`config.mk`:
```
export PLATFORM = sky130hd
export DESIGN_NAME = instruction_decoder
export DESIGN_NICKNAME = d
export VERILOG_FILES = /design/src/rtl/cpu_pkg.sv /design/src/rtl/sat_counter.sv /design/src/rtl/instruction_decoder.sv
export SDC_FILE = /design/constraint.sdc
export NUM_CORES = 1
export LEC_CHECK = 0
export BUFFER_PORTS_ARGS = -buffer_cell sky130_fd_sc_hd__buf_2
export CORE_MARGIN = 3
export CORE_UTILIZATION = 37
export DETAILED_ROUTE_END_ITERATION = 16
export GPL_TIMING_DRIVEN = 0
export PLACE_DENSITY = 0.86
export REMOVE_ABC_BUFFERS = 1
export SKIP_LAST_GASP = 1
export SYNTH_ARGS = -nofsm -noshare
export SYNTH_HDL_FRONTEND = slang
export SYNTH_HIERARCHICAL = 1
export SYNTH_SLANG_ARGS = --single-unit
```
`constraint.sdc`:
```
create_clock -name clk -period 1.5 [get_ports clk]
set_clock_uncertainty 0.1 [all_clocks]
set_input_delay 0.3 -clock clk [delete_from_list [all_inputs] [get_ports clk]]
set_output_delay 0.3 -clock clk [all_outputs]
set_load 0.05 [all_outputs]
```
`src/rtl/cpu_pkg.sv`:
```
// Shared encodings for the CME341 8-bit microprocessor: opcode-class prefixes,
// destination/source codes and the reserved ALU NOP instructions.
package cpu_pkg;

  localparam logic       OP_LOAD = 1'b0;     // ir[7]
  localparam logic [1:0] OP_MOVE = 2'b10;    // ir[7:6]
  localparam logic [2:0] OP_ALU  = 3'b110;   // ir[7:5]
  localparam logic [3:0] OP_JMP  = 4'b1110;  // ir[7:4]
  localparam logic [3:0] OP_JNZ  = 4'b1111;  // ir[7:4]

  typedef enum logic [2:0] {
    DST_X0 = 3'd0,
    DST_X1 = 3'd1,
    DST_Y0 = 3'd2,
    DST_Y1 = 3'd3,
    DST_O  = 3'd4,
    DST_M  = 3'd5,
    DST_I  = 3'd6,
    DST_DM = 3'd7
  } dst_e;

  typedef enum logic [2:0] {
    SRC_X0 = 3'd0,
    SRC_X1 = 3'd1,
    SRC_Y0 = 3'd2,
    SRC_Y1 = 3'd3,
    SRC_R  = 3'd4,
    SRC_M  = 3'd5,
    SRC_I  = 3'd6,
    SRC_DM = 3'd7
  } src_e;

  localparam logic [3:0] SRC_IMM = 4'd8;

  localparam logic [7:0] NOP_C8 = 8'hC8;
  localparam logic [7:0] NOP_CF = 8'hCF;
  localparam logic [7:0] NOP_D8 = 8'hD8;
  localparam logic [7:0] NOP_DF = 8'hDF;

  function automatic logic is_nop(input logic [7:0] instr);
    return (instr == NOP_C8) || (instr == NOP_CF) ||
           (instr == NOP_D8) || (instr == NOP_DF);
  endfunction

endpackage

```
`src/rtl/sat_counter.sv`:
```
// 16-bit event counter with synchronous clear that sticks at all-ones.
module sat_counter (
  input  logic        clk,
  input  logic        clr,
  input  logic        en,
  output logic [15:0] count
);

  always_ff @(posedge clk) begin
    if (clr)
      count <= 16'h0000;
    else if (en && (count != 16'hFFFF))
      count <= count + 16'd1;
  end

endmodule

```
`src/rtl/instruction_decoder.sv`:
```
// Instruction register and decoder for the CME341 core; also holds the ALU zero flag.
// Optional statistics counters are built only when DECODER_STATS_EN is defined.
module instruction_decoder
  import cpu_pkg::*;
(
  input  logic        clk,
  input  logic        sync_reset,
  input  logic [7:0]  pm_data,
  input  logic        alu_zero,
  output logic [7:0]  ir,
  output logic        jmp,
  output logic        jmp_nz,
  output logic [3:0]  jmp_addr,
  output logic        dont_jmp,
  output logic        NOPC8,
  output logic        NOPCF,
  output logic        NOPD8,
  output logic        NOPDF,
  output logic        x0_en,
  output logic        x1_en,
  output logic        y0_en,
  output logic        y1_en,
  output logic        o_reg_en,
  output logic        m_en,
  output logic        i_en,
  output logic        dm_reg_en,
  output logic        r_en,
  output logic [3:0]  source_sel,
  output logic        x_sel,
  output logic        y_sel,
  output logic [2:0]  alu_func,
  output logic [15:0] instr_count,
  output logic [15:0] jmp_taken_count
);

  logic       ir_valid;
  logic       dst_hit;
  dst_e       dst;
  logic [7:0] dst_en;

  // ir_valid masks the reset-cleared ir so the first post-reset cycle does nothing
  always_ff @(posedge clk) begin
    if (sync_reset) begin
      ir       <= 8'h00;
      ir_valid <= 1'b0;
    end else begin
      ir       <= pm_data;
      ir_valid <= 1'b1;
    end
  end

  always_comb begin
    dst_hit    = 1'b0;
    dst        = DST_X0;
    source_sel = SRC_IMM;
    if (ir[7] == OP_LOAD) begin
      dst_hit = 1'b1;
      dst     = dst_e'(ir[6:4]);
    end else if (ir[7:6] == OP_MOVE) begin
      dst_hit    = 1'b1;
      dst        = dst_e'(ir[5:3]);
      source_sel = {1'b0, ir[2:0]};
    end
  end

  assign dst_en = (ir_valid && dst_hit) ? (8'd1 << dst) : 8'd0;

  assign x0_en     = dst_en[DST_X0];
  assign x1_en     = dst_en[DST_X1];
  assign y0_en     = dst_en[DST_Y0];
  assign y1_en     = dst_en[DST_Y1];
  assign o_reg_en  = dst_en[DST_O];
  assign m_en      = dst_en[DST_M];
  assign i_en      = dst_en[DST_I];
  assign dm_reg_en = dst_en[DST_DM];

  assign r_en   = ir_valid && (ir[7:5] == OP_ALU) && !is_nop(ir);
  assign jmp    = ir_valid && (ir[7:4] == OP_JMP);
  assign jmp_nz = ir_valid && (ir[7:4] == OP_JNZ);

  assign NOPC8 = ir_valid && (ir == NOP_C8);
  assign NOPCF = ir_valid && (ir == NOP_CF);
  assign NOPD8 = ir_valid && (ir == NOP_D8);
  assign NOPDF = ir_valid && (ir == NOP_DF);

  assign jmp_addr = ir[3:0];
  assign x_sel    = ir[4];
  assign y_sel    = ir[3];
  assign alu_func = ir[2:0];

  always_ff @(posedge clk) begin
    if (sync_reset)
      dont_jmp <= 1'b0;
    else if (r_en)
      dont_jmp <= alu_zero;
  end

`ifdef DECODER_STATS_EN
  logic jmp_taken;
  assign jmp_taken = jmp || (jmp_nz && !dont_jmp);

  sat_counter u_instr_cnt (
    .clk   (clk),
    .clr   (sync_reset),
    .en    (ir_valid),
    .count (instr_count)
  );

  sat_counter u_jmp_cnt (
    .clk   (clk),
    .clr   (sync_reset),
    .en    (jmp_taken),
    .count (jmp_taken_count)
  );
`else
  assign instr_count     = 16'h0000;
  assign jmp_taken_count = 16'h0000;
`endif

endmodule
```
==> results.yml <==
sta:
  finalCritPeriodShare: 1.23
  final-hold-violation-count: 0
  maxClockFrequency_ghz: 0.541
  grt_setup_unrepaired: "yes"
  setup_viol: 22
  drv_slew: 0
  finalSetupTns_ns: -4.55
  finalWorstPathRequiredPeriod_ns: 1.85
  final_setup_slack_of_the_worst_path_ns: -0.348
worst_setup_path:
  r2r_setup_slk_ns: 0.13
  r2r_end: "dont_jmp"
  critPathKind: "reg2out"
  setup.worst_path.end_class: "output pin"
  cp_max_fo: 6
  worst_path_max_delay_cell: "sky130_fd_sc_hd__dfxtp_4"
  crit_required_ns: 1.10
  worst_stage_delay_on_the_critical_path_ns: 0.36
  critical_path.cell_chain: "buf_6 -> nor3b_2 -> a21oi_1 -> nor3b_2 -> buf_6"
  cp_top_family: "simple AND/OR/NAND/NOR gates"
  cp_num_buf_inv: 2
  r2r_cells: 3
  cp.arrival_ns: 1.45
  r2r_path_start: "ir[1]"
  kind_of_start_point_of_the_critical_path: "flop"
grt:
  grt_max_degree: 14
  grt.overflow.total: 0
  grt_antenna_before_repair: 0
  via_count_of_the_first_global_routing_pass: 772
  global_route.usage.total: 0.135
  wire_length_of_the_first_global_routing_pass_mm: 3.33
job:
  drv_cap: 0
finish:
  num_antenna_cells: 0
  multi_input_comb_area_um2: 586
  layout.area.seq_um2: 220
  drive_above_1_share: 0.583
  layout-area-overhead-vs-synth_pct: 47.6
  fillerInstances: 179
  finish.cell_count_without_fillers: 191
  design.final.nets: 176
yosys:
  synthesis.yosys.warnings: 6
  syn_avg_cell_area_um2: 7.91
  yosys_most_used_dff: "sky130_fd_sc_hd__dfxtp_1"
  synth_seq_cells: 10
  synth_top_area_frac: 0.347
  ys_seq_area_frac: 0.220
  netlist.top_cell.by_area: "sky130_fd_sc_hd__buf_4"
  ys_top_cells_by_area: "sky130_fd_sc_hd__buf_4, sky130_fd_sc_hd__dfxtp_1, sky130_fd_sc_hd__nor2b_1"
  synthDistinctLibCells: 27
  mappedNetlistArea_um2: 910
  synth-async-reset-ratio: 0
  synth_cells: 115
  synth_enable_flop_cells: 0
placement:
  gp_congestion: 0.719
  port_buffers: 47
  post-dp-hpwl_mm: 1.43
  dp.cells: 176
  detailedPlace.worstSlack_ns: -0.369
floorplanning:
  initial_utilization: 0.400
  floorplan.die.height_um: 55.6
  ioPinCount: 80
  core-area_mm2: 0.00228
  dieArea_mm2: 0.00309
  number_of_cell_rows: 17
  die-width_um: 55.6
drt:
  routed_wire_length_per_instance_um: 13.2
  drc: 0
  post_drt_via_cell_ratio: 4.46
  detail_route.first_pass.iterations: 4
  drt-total-wl_mm: 2.53
  drt_first_iter_violations: 8
  via_count: 852
  drt.antenna.violating_nets: 0
cts:
  clkLatencyLatePin_ns: 0.26
  clk_path_buf_depth: 2
  path_clk_slew_ns: 0.05
  numClockSinks: 10
  clk_root_buffer_cell: "sky130_fd_sc_hd__clkbuf_4"
  cts_h_tree_lvls: 1
  cts_hold_repair.buffers: 0
  cts_tree: "yes"
  numCtsBuffers: 3
run_status:
  outcome: "finished with violations"
  violated_checks: "setup timing"
min_path:
  hp-start: "pm_data[7]"
  hold-path-endpoint: "ir[7]"
  hold_depth: 2
  hold_crit_path_type: "in2reg"
power_and_ir_drop:
  irDropWorstVdd_mv: 0.657
  static-leakage-power_uw: 0.000662
  cellPowerDensity_mw_per_mm2: 709
-- through the flow --
| step | util | hold WS (ns) | cell area (µm²) | total power (µW) |
|---|---|---|---|---|
| floorplan | - | 0.272 | 689 | 649 |
| global placement | 0.422 | 0.343 | 960 | 705 |
| detailed placement | 0.422 | 0.374 | 960 | 708 |
| CTS | 0.528 | 0.151 | 1200 | 911 |
| global route | 0.590 | 0.159 | 1340 | 991 |
| finish | 0.590 | 0.152 | 1340 | 952 |
-- state kept, by name, summed over array words and instances (netlist names) --
name and count:
dont_jmp 1, ir_valid 1, ir 8
-- repair_timing --
| item | 4_1_cts | 5_1_grt |
|---|---|---|
| hold endpoints to repair | 0 | 0 |
| resized for setup | 52 | 33 |
| endpoints found under the setup margin | 24 | 20 |
| pin swaps | 5 | 7 |
| buffers inserted | 10 | 2 |
-- layout by cell type (no fill, tap or decap), types with 4 or more instances in the layout --
cell type                 synthesis  final
sky130_fd_sc_hd__nor2_1           7      5
sky130_fd_sc_hd__buf_4           42     10
sky130_fd_sc_hd__dfxtp_1         10      4
sky130_fd_sc_hd__dfxtp_4          0      5
sky130_fd_sc_hd__buf_6            1     20
sky130_fd_sc_hd__buf_2            2     27
sky130_fd_sc_hd__nor2b_1         10      8
sky130_fd_sc_hd__conb_1           1     32
-- worst max path at each step --
| stage | startpoint | to | slack, ns | depth (start not counted) |
|---|---|---|---|---|
| floorplan | ir[3] | NOPD8 | -2.14 | 3 |
| global placement | ir[7] | y1_en | -0.34 | 4 |
| detailed placement | ir[7] | y1_en | -0.37 | 4 |
| CTS | ir[5] | o_reg_en | -0.31 | 5 |
| global route | ir[5] | NOPD8 | -0.41 | 4 |
| finish | ir[5] | o_reg_en | -0.35 | 5 |
-- cell usage after synthesis, types with 3 or more instances --
master / n
sky130_fd_sc_hd__and2_1: 4
sky130_fd_sc_hd__buf_4: 42
sky130_fd_sc_hd__dfxtp_1: 10
sky130_fd_sc_hd__inv_1: 3
sky130_fd_sc_hd__mux2_2: 3
sky130_fd_sc_hd__nand2_1: 4
sky130_fd_sc_hd__nand4_1: 3
sky130_fd_sc_hd__nor2_1: 7
sky130_fd_sc_hd__nor2b_1: 10
sky130_fd_sc_hd__nor3_1: 5
sky130_fd_sc_hd__nor3b_1: 4
sky130_fd_sc_hd__nor4_1: 3
-- where the power goes --
part | switching, µW | internal (µW)
clock | 75.2 | 91.7
sequential | 33.6 | 276
combinational | 368 | 107
total | 477 | 475
-- area by class of cell --
| type | count | area share |
|---|---|---|
| sequential | 10 | 0.164 |
| inverter | 3 | 0.0103 |
| clock buffer | 3 | 0.0168 |
| timing repair buffer | 59 | 0.347 |
| tap | 28 | 0.0261 |
| multi-input combinational | 88 | 0.436 |
-- routing by layer --
layer / GRT usage / vias up / wire length (µm)
met2: 0.270 / 38 / 1430
met5: 0 / - / 0
met4: 0.101 / 0 / 80
met3: 0.0162 / 7 / 156
li1: - / 401 / -
met1: 0.120 / 406 / 856
-- cells by family after synthesis --
kind of cell	Yosys count	synth area share
simple gates	47	0.303
flops	10	0.220
mux	4	0.0481
buf+inv	48	0.382
other cells	1	0.00412
compound gates	5	0.0426
No activity file was read; power rests on OpenSTA's default activity.
